[src/rtl/aes_dec_pkg.sv]
// Shared constants and types for the AES decrypt block fetcher.
// Word and block widths, plus the fetch FSM state encoding.
package aes_dec_pkg;

  localparam int AES_BLK_W     = 128;
  localparam int MEM_WORD_W    = 32;
  localparam int MEM_AW        = 13;
  localparam int WORDS_PER_BLK = 4;

  typedef enum logic [2:0] {
    IDLE,
    ISSUE,
    DRAIN,
    HOLD,
    FINISH
  } fetch_state_t;

endpackage

[src/rtl/aes_dec_blk_fetch.sv]
// Avalon-MM read master: fetches 128-bit ciphertext blocks from
// on-chip memory and streams them out over valid/ready.
module aes_dec_blk_fetch
  import aes_dec_pkg::*;
#(
  parameter int MEM_AW = 13,
  parameter int CNT_W  = 12
) (
  input  logic                  clk,
  input  logic                  reset,
  input  logic                  start,
  input  logic [MEM_AW-1:0]     base_addr,
  input  logic [CNT_W-1:0]      num_blocks,
  output logic                  busy,
  output logic                  done,
  output logic [MEM_AW-1:0]     avm_address,
  output logic                  avm_chipselect,
  output logic                  avm_write,
  output logic [3:0]            avm_byteenable,
  input  logic [MEM_WORD_W-1:0] avm_readdata,
  output logic [AES_BLK_W-1:0]  blk_data,
  output logic                  blk_valid,
  input  logic                  blk_ready
);

  fetch_state_t state, state_n;

  logic [1:0]           off;
  logic [MEM_AW-1:0]    addr;
  logic [CNT_W-1:0]     remaining;
  logic                 busy_q;
  logic [AES_BLK_W-1:0] blk_asm;
  logic                 hs;
  logic                 out_free;
  logic                 move;

  assign hs       = blk_valid & blk_ready;
  assign out_free = ~blk_valid | hs;

  assign busy           = busy_q;
  assign done           = (state == FINISH);
  assign avm_chipselect = (state == ISSUE);
  assign avm_address    = (state == ISSUE) ? addr + MEM_AW'(off) : '0;
  assign avm_write      = 1'b0;
  assign avm_byteenable = 4'hF;

  always_comb begin
    state_n = state;
    move    = 1'b0;
    unique case (state)
      IDLE: begin
        if (start)
          state_n = (num_blocks == '0) ? FINISH : ISSUE;
      end
      ISSUE: begin
        if (off == 2'd3)
          state_n = DRAIN;
      end
      DRAIN: begin
        if (out_free) begin
          move    = 1'b1;
          state_n = (remaining == CNT_W'(1)) ? HOLD : ISSUE;
        end else begin
          state_n = HOLD;
        end
      end
      HOLD: begin
        // remaining == 0 here means the last block is already staged
        if (remaining == '0) begin
          if (hs)
            state_n = FINISH;
        end else if (out_free) begin
          move    = 1'b1;
          state_n = (remaining == CNT_W'(1)) ? HOLD : ISSUE;
        end
      end
      FINISH: state_n = IDLE;
      default: state_n = IDLE;
    endcase
  end

  always_ff @(posedge clk) begin
    if (reset) begin
      state     <= IDLE;
      off       <= '0;
      addr      <= '0;
      remaining <= '0;
      busy_q    <= 1'b0;
      blk_asm   <= '0;
      blk_data  <= '0;
      blk_valid <= 1'b0;
    end else begin
      state <= state_n;

      if (state == IDLE && start) begin
        addr      <= base_addr;
        remaining <= num_blocks;
        busy_q    <= (num_blocks != '0);
      end
      if (state == FINISH)
        busy_q <= 1'b0;

      // Read data lags the strobe by one cycle, so word off-1 lands now
      if (state == ISSUE) begin
        off <= off + 2'd1;
        case (off)
          2'd1:    blk_asm[127:96] <= avm_readdata;
          2'd2:    blk_asm[95:64]  <= avm_readdata;
          2'd3:    blk_asm[63:32]  <= avm_readdata;
          default: ;
        endcase
        if (off == 2'd3)
          addr <= addr + MEM_AW'(WORDS_PER_BLK);
      end
      if (state == DRAIN)
        blk_asm[31:0] <= avm_readdata;

      if (move) begin
        remaining <= remaining - CNT_W'(1);
        blk_valid <= 1'b1;
        blk_data  <= (state == DRAIN) ?
                     {blk_asm[127:32], avm_readdata} : blk_asm;
      end else if (hs) begin
        blk_valid <= 1'b0;
      end
    end
  end

endmodule

[config.mk]
export PLATFORM = sky130hd
export DESIGN_NAME = aes_dec_blk_fetch
export DESIGN_NICKNAME = d
export VERILOG_FILES = /design/src/rtl/aes_dec_pkg.sv /design/src/rtl/aes_dec_blk_fetch.sv
export SDC_FILE = /design/constraint.sdc
export NUM_CORES = 1
export LEC_CHECK = 0
export BUFFER_PORTS_ARGS = -buffer_cell sky130_fd_sc_hd__clkbuf_2
export CAP_MARGIN = 30
export CORE_AREA = 2 2 200 202
export CTS_BUF_LIST = sky130_fd_sc_hd__clkbuf_2
export CTS_CLUSTER_SIZE = 25
export DETAILED_ROUTE_END_ITERATION = 6
export DIE_AREA = 0 0 202 204
export GPL_TIMING_DRIVEN = 1
export PLACE_DENSITY_LB_ADDON = 0.2
export SLEW_MARGIN = 30
export SYNTH_ARGS = -nofsm -noshare
export SYNTH_HDL_FRONTEND = slang
export SYNTH_SLANG_ARGS = --single-unit
[constraint.sdc]
create_clock -name clk -period 2.7 [get_ports clk]
set_input_delay 0 -clock clk [delete_from_list [all_inputs] [get_ports clk]]
set_output_delay 0 -clock clk [all_outputs]
set_load 0.02 [all_outputs]
==> results of run 1 <==
==> layout make-up <==
class / instances / area, um^2
well taps: 525 / 657
flip-flops and latches: 288 / 5780
inverters: 7 / 30.0
repair buffers: 379 / 2870
diodes: 1 / 2.50
fillers: 4098 / 23800
multi-input cells: 940 / 5360
clock inverters: 21 / 111
clock buffers: 125 / 626
==> worst paths after layout <==
path,start,endpoint,depth (start not counted)
worst max-delay path,remaining[1]$_SDFFE_PP0P_,blk_data[108]$_SDFFE_PP0P_,8
worst min-delay path,reset,addr[9]$_SDFF_PP0_,3
worst max register to register,remaining[1]$_SDFFE_PP0P_,blk_data[108]$_SDFFE_PP0P_,8
worst min register to register,blk_asm[68]$_SDFFE_PP0P_,blk_data[68]$_SDFFE_PP0P_,2
==> cells by family after synthesis <==
family,Yosys count
flip-flops,288
XOR/XNOR,9
other,2
AO/OA/AOI/OAI,295
adder cells (fa/ha/maj),9
multiplexers,33
buffers and inverters,112
AND/OR/NAND/NOR,588
==> critical path, delay by kind of cell, from the launching register on <==
family,cells,cell delay [ps]
DFF,1,340
buffers and inverters,2,340
and+or+nand+nor,4,1310
adders and majority gates,1,280
AOI/OAI and AO/OA,1,130
==> synth_stat cells, drive strengths merged (4+ instances only) <==
master	n
a221oi	4
o21ai	10
a21oi	213
nor2	99
dfxtp	288
nand4	4
nand3	10
xor2	7
ha	8
clkbuf	85
mux2i	32
nor3	10
nand2	419
buf	20
nor4	10
a32oi	7
or3	9
a31oi	9
and2	6
inv	7
a211oi	34
==> power breakdown <==
part           internal, W  switching (W)  leakage, nW
clock network      0.00132        0.00192        0.573
logic             0.000890        0.00148         2.84
registers          0.00453       0.000199         2.33
==> layout by cell type, fill, tap and decap left out, drive strengths merged, types with 3 or more instances in the layout <==
cell type and n:
nand4 4, and2 6, nand3 10, mux2i 32
inv 8, a211oi 34, xor2 7, a32oi 7
nor2 99, a221oi 4, dfxtp 288, a31oi 9
conb 5, and3 3, or4 3, nand2b 3
ha 8, o21ai 10, clkinv 17, a21oi 213
nor3 10, or3 9, buf 29, nor4 10
nand2 419, nor2b 3, clkbuf 329, dlygate4sd3 146
o311ai 3
==> stage by stage <==
| step | util (%) | cell area, um^2 | hold WS (ps) | instances | setup slack, ps |
|---|---|---|---|---|---|
| after floorplan | - | 11600 | 136 | 1339 | 464 |
| after global placement | 33.4 | 13100 | 239 | 1991 | 274 |
| after detailed placement | 33.4 | 13100 | 247 | 1991 | 200 |
| after CTS | 39.1 | 15300 | 28.2 | 2284 | 5.72 |
| after global routing | 39.4 | 15400 | 94.0 | 2286 | -4.41 |
| final | 39.4 | 15400 | 134 | 2286 | 98.5 |
==> repair_timing <==
action                                  in CTS  in global routing
hold buffers                               146                  0
setup buffers                                1                  0
endpoints found under the setup margin       8                 16
pin swaps                                    1                  3
gates resized for setup                      7                 20
gates cloned                                 0                  1
endpoints found under the hold margin      288                  0
==> per-layer routing <==
layer  global-route usage (%)  vias up  share of wire (%)
li1                         -     5256                  -
met3                     4.23       66                4.8
met5                        0        -                  0
met1                     21.8     4946                 45
met4                     6.49        0                2.3
met2                     28.6      253                 48
==> state kept, by name (all words and copies together), names as in the netlist <==
signal and count:
blk_asm 128, blk_data 128, addr 13, remaining 12, state 3, off 2, blk_valid 1, busy 1
==> impl_metrics.yaml, run 1 <==
drt:
  drc: 0
  ant_nets: 0
  routed_via_density: 4.60
  wl_mm: 35.7
  routedWlPerCell_um: 15.6
  dr_total_vias: 10500
  drt_iter0_markers: 389
  dr.pass1.iters: 5
final_layout:
  nets: 1769
  drive_above_1_share_pct: 32.8
  syn_to_final_growth_pct: 33.3
yosys:
  syn_inst: 1336
  synth_top_area_share_pct: 49.8
  synth_area_per_cell_um2: 8.66
  syn_area_mm2: 0.0116
  synth_compound_area_share_pct: 17.4
  ys_seq_area_share_pct: 49.8
  synth_top_family_by_area: "simple AND/OR/NAND/NOR gates"
  synth_area_leaders: "dfxtp_1, nand2_1, a21oi_2"
  yosys.area.top_type: "dfxtp_1"
  yosys_warnings: 0
  synth_simple_gate_area_share_pct: 22.9
  synth-xor-area-share_pct: 0.681
  synth.distinct_cells: 58
  async_reset_ff_share_pct: 0
  synthFlopType: "dfxtp_1"
  yosys.area_share.adder_pct: 1.04
  ys_seq_elements: 288
  synth-edff-count: 0
  muxShareOfSynthArea_pct: 2.86
clock_network:
  clock-sinks: 288
  cts-root-to-sink-buffers: 3
  clk_latency_ps: 940
  htree_levels: 3
  cts_tree: "done"
  cts_inserted_buffers: 83
  root_buffer: "clkbuf_2"
  clkTransAtPathRegs_ps: 100
timing:
  max_freq_ghz: 0.384
  tightestPinTransition_ps: 775
  setup_viol: 0
  fin_setup_tns_ps: 0
  fin_crit_ps: 2600
  finalCritPeriodShare_pct: 96.4
  max_slew_margin_pct: 48.3
  drv_slew: 0
  rsz0062_at_grt: "yes"
  hold_viol_final: 0
  skew_ps: 97.0
setup_path:
  worstPathCellList: "inv_1 > ha_1 > or3b_2 > or4_4 > nand2_8 > buf_12 > nand2_2 > a21oi_2"
  cp.arrival_ps: 3380
  rrSetupSlack_ps: 100
  worstSetupStartpointType: "flop"
  path_class: "flop to flop"
  slowest_delay_ps: 540
  worstPathRequired_ps: 3480
  slowest_stage: "or3b_2"
  cp-end-kind: "flop"
  crit_fanout: 27
global_route:
  grt_max_degree: 96
  antenna_found_initial: 1
  grt_usage_pct: 17.3
  grt_pass1_vias: 10400
  grt_pass1_wl_mm: 56.7
  gr-total-overflow: 0
power_and_ir_drop:
  leakage_nw: 5.75
  power_w: 0.0103
  max-vdd-ir-drop_uv: 307
  power.density_mw_per_mm2: 670
placement:
  port_buffers: 205
  hpwl_mm: 21.5
  gp_congestion: 0.807
floorplan:
  rows: 73
  dieWidth_um: 202
  die_area_mm2: 0.0412
  coreArea_mm2: 0.0392
  die_h_um: 204
  start_util_pct: 29.5
  io_pins: 211
hold_path:
  holdCritPathClass: "primary input to flop"
run:
  cap_violations: 0
status:
  status: "completed"
No activity file was read; power rests on OpenSTA's default activity.
==> inputs of run 2 (changes only) <==
Settings changed: PLACE_DENSITY_LB_ADDON 0.2 to 0.12.
==> impl_metrics.yaml, run 2 (synthesis results as in run 1) <==
status:
  status: "completed"
setup_path:
  r2r_start: "state[0]$_SDFFE_PP0P_"
  slowest_delay_ps: 580
  worstSetupStartpointType: "flop"
  worstSetupStartpoint: "state[0]$_SDFFE_PP0P_"
  worstPathCellList: "buf_4 > nor4b_4 > buf_6 > nand2_1 > dlygate4sd3_1 > a31oi_1 > dlygate4sd3_1"
  cpMostUsedCell: "dlygate4sd3_1"
  slowest_stage: "dlygate4sd3_1"
  cp.arrival_ps: 3440
  crit_fanout: 18
  worstPathRequired_ps: 3560
  cp-end-kind: "flop"
  path_class: "flop to flop"
timing:
  drv_slew: 0
  hold_viol_final: 0
  fin_crit_ps: 2580
  skew_ps: 75.4
  finalCritPeriodShare_pct: 95.4
  max_freq_ghz: 0.388
  max_slew_margin_pct: 42.2
  setup_viol: 0
  layout_setup_ws_ps: 123
  hold_ws_ps: 126
  rsz0062_at_grt: "yes"
  tightestPinTransition_ps: 867
floorplan:
  die_h_um: 204
  coreArea_mm2: 0.0392
  rows: 73
  start_util_pct: 29.5
  dieWidth_um: 202
  die_area_mm2: 0.0412
  io_pins: 211
run:
  cap_violations: 0
drt:
  drt_iter0_markers: 407
  dr_total_vias: 10500
  ant_nets: 0
  routedWlPerCell_um: 15.6
  routed_via_density: 4.57
  dr.pass1.iters: 4
  drc: 0
  wl_mm: 35.7
placement:
  gp_congestion: 0.797
  place_inst: 2000
  hpwl_mm: 22.0
  preCtsSetupSlack_ps: 195
  port_buffers: 205
clock_network:
  clock-sinks: 288
  cts_inserted_buffers: 84
  root_buffer: "clkbuf_2"
  htree_levels: 3
  clkTransAtPathRegs_ps: 100
  clk_latency_ps: 940
  cts-root-to-sink-buffers: 3
  cts_tree: "done"
final_layout:
  final_cell_mix: "nand2_1, clkbuf_2, dfxtp_1"
  reg_top3: "blk_asm: 128 flops, blk_data: 128 flops, addr: 13 flops"
  nets: 1778
  syn_to_final_growth_pct: 33.4
  layout_commonest_cell: "nand2_1"
  finalNonFillerCells: 2291
  drive_above_1_share_pct: 33.1
hold_path:
  hold_start: "reset"
  holdCritPathClass: "primary input to flop"
global_route:
  antenna_found_initial: 2
  gr-total-overflow: 0
  grt_pass1_vias: 10500
  grt_usage_pct: 17.4
  grt_max_degree: 86
  grt_pass1_wl_mm: 57.2
power_and_ir_drop:
  leakage_nw: 5.77
  power.density_mw_per_mm2: 672
  max-vdd-ir-drop_uv: 300
-- run 2: cell count changes in the layout (fill, tap and decap cells not counted), moves of 2 or more --
cell           change
clkbuf_2           -4
clkinv_1           -2
dfxtp_1            +2
dlygate4sd3_1      -4
buf_4             +13
diode_2            +2
-- run 2: power by group --
part           switching (W)  internal (W)
Sequential          0.000196       0.00453
Combinational        0.00147      0.000917
Clock                0.00189       0.00137
Total                0.00356       0.00682
-- run 2: critical path: cells and delay by family (launching register included) --
family,cells,cell delay [ps]
buffers and inverters,4,1570
AOI/OAI and AO/OA,1,170
and+or+nand+nor,2,410
DFF,1,330
-- run 2: final timing paths --
kind,end,slack [ps],depth (start not counted)
hold / removal,blk_valid$_SDFFE_PP0P_,130,3
setup reg to reg,addr[12]$_SDFF_PP0_,120,7
hold reg to reg,blk_data[73]$_SDFFE_PP0P_,440,2
setup / recovery,addr[12]$_SDFF_PP0_,120,7
-- run 2: cell type report --
cell class	instances	area, um^2
Inverter	7	30.0
Clock buffer	121	606
Sequential cell	288	5770
Timing Repair Buffer	388	2920
Antenna cell	3	7.51
Tap cell	525	657
Fill cell	4081	23700
Clock inverter	20	131
Multi-Input combinational cell	939	5310
-- run 2: per-stage QoR --
stage / utilization, % / area [um^2] / power, W / TNS (ps)
after global routing: 39.4 / 15400 / 0.0110 / -30.6
after detailed placement: 33.6 / 13200 / 0.00698 / 0
after global placement: 33.6 / 13200 / 0.00697 / 0
final: 39.4 / 15400 / 0.0104 / 0
after CTS: 39.2 / 15400 / 0.0105 / 0
after floorplan: - / 11600 / 0.00628 / 0
-- run 2: repair_timing --
item	4_1_cts	5_1_grt
endpoints found under the hold margin	288	0
setup buffers	1	4
pin swaps	1	0
hold buffers	142	0
gates resized for setup	6	13
setup endpoints to repair	7	12
-- run 2: layer usage --
layer / up-vias / track usage, % / routed length [um]
met1: 4891 / 22.5 / 16800
met2: 245 / 27.4 / 16000
li1: 5277 / - / -
met5: - / 0 / 0
met3: 62 / 5.17 / 2080
met4: 0 / 6.51 / 807
==> inputs of run 3 (changes only) <==
Settings changed: PLACE_DENSITY_LB_ADDON 0.12 to default.
==> impl_metrics.yaml, run 3 (synthesis results as in run 1) <==
timing:
  finalCritPeriodShare_pct: 96.3
  drv_slew: 0
  fin_setup_tns_ps: 0
  max_slew_margin_pct: 35.4
  hold_viol_final: 0
  skew_ps: 89.4
  tightestPinTransition_ps: 969
  fin_crit_ps: 2600
  setup_viol: 0
  max_freq_ghz: 0.385
final_layout:
  final_cell_mix: "nand2_1, clkbuf_2, dfxtp_1"
  nets: 1768
  multi_input_comb_area_mm2: 0.00534
  reg_top3: "blk_asm: 128 flops, blk_data: 128 flops, addr: 13 flops"
  drive_above_1_share_pct: 32.3
  layout_commonest_cell: "nand2_1"
  seqCellArea_mm2: 0.00577
  fillers: 3963
  finalNonFillerCells: 2282
  syn_to_final_growth_pct: 33.2
global_route:
  use_met1_pct: 21.2
  grt_pass1_wl_mm: 55.9
  met2_usage_pct: 28.1
  grt_pass1_vias: 10500
  antenna_found_initial: 1
  use_met3_pct: 3.83
  gr-total-overflow: 0
  grt_max_degree: 92
  grt_busiest_layer: "met2"
  grt_usage_pct: 16.9
floorplan:
  dieWidth_um: 202
  start_util_pct: 29.5
  coreArea_mm2: 0.0392
  rows: 73
  io_pins: 211
  die_area_mm2: 0.0412
  die_h_um: 204
clock_network:
  clock-sinks: 288
  cts_tree: "done"
  root_buffer: "clkbuf_2"
  clkTransAtPathRegs_ps: 90
  htree_levels: 3
  cts_inserted_buffers: 80
  cts-root-to-sink-buffers: 3
  clk_latency_ps: 950
setup_path:
  cp.arrival_ps: 3390
  worst-path-buf-inv: 2
  worstSetupStartpointType: "flop"
  slowest_stage: "dlygate4sd3_1"
  critPathTopFamily: "simple AND/OR/NAND/NOR gates"
  worstPathCellList: "inv_1 > ha_2 > or3b_4 > nor4_4 > nor2_4 > a32oi_1 > dlygate4sd3_1 > a31oi_1"
  slowest_delay_ps: 570
  cp-end-kind: "flop"
  crit_fanout: 8
  rrSetupSlack_ps: 100
  worstPathRequired_ps: 3490
  path_class: "flop to flop"
power_and_ir_drop:
  max-vdd-ir-drop_uv: 319
  power.density_mw_per_mm2: 673
  power_w: 0.0104
  leakage_nw: 5.72
hold_path:
  holdCritPathClass: "primary input to flop"
placement:
  hpwl_mm: 21.3
  gp_congestion: 0.843
  place_inst: 1988
  port_buffers: 205
status:
  status: "completed"
drt:
  routed_via_density: 4.65
  dr_total_vias: 10600
  routedWlPerCell_um: 15.3
  ant_nets: 0
  wl_mm: 34.9
  dr.pass1.iters: 5
  drc: 0
  drt_iter0_markers: 428
run:
  cap_violations: 0
run 3: what timing repair did:
action                                  in CTS  in global routing
pin swaps                                    1                  4
hold buffers                               147                  0
resized for setup                            5                 20
cloned                                       0                  0
setup buffers                                1                  5
endpoints found under the setup margin       5                 18
hold endpoints to repair                   288                  0
run 3: area by class of cell:
cell class / instances / share of cell area [%]
diodes: 1 / 0.0162
clock buffers: 112 / 3.63
clock inverters: 28 / 1.31
inverters: 7 / 0.195
multi-input cells: 939 / 34.6
flip-flops and latches: 288 / 37.4
well taps: 525 / 4.26
repair buffers: 382 / 18.6
run 3: path summary, 6_finish.rpt:
check | cells after the start | to | start
hold / removal | 3 | addr[10]$_SDFF_PP0_ | reset
hold reg to reg | 2 | blk_data[65]$_SDFFE_PP0P_ | blk_asm[65]$_SDFFE_PP0P_
setup reg to reg | 8 | remaining[11]$_SDFFE_PP0P_ | remaining[0]$_SDFFE_PP0P_
setup / recovery | 8 | remaining[11]$_SDFFE_PP0P_ | remaining[0]$_SDFFE_PP0P_
run 3: tightest hold or removal path: stages:
cell and delay (ps):
dlygate4sd3_1 580, buf_8 280, nor2_1 160
run 3: stage by stage:
stage          hold WS [ps]  util [%]  instance area [um^2]  worst slack [ps]
6_report                148      39.4                 15400               100
5_1_grt                49.2      39.4                 15400             -26.3
4_1_cts                1.82      39.1                 15300              15.1
3_5_place_dp            244      33.3                 13100               181
3_3_place_gp            246      33.3                 13100               210
2_1_floorplan           136         -                 11600               464
run 3: metal layers:
metal  vias up  wire (um)
li1       5249          -
met1      5025      15700
met2       286      16700
met3        49       1920
met4         0        684
met5         -          0
run 3: power by group:
group / leakage (nW) / switching, W / internal [W]
clock network: 0.552 / 0.00189 / 0.00141
registers: 2.33 / 0.000210 / 0.00453
logic: 2.83 / 0.00146 / 0.000888
total: 5.72 / 0.00355 / 0.00683
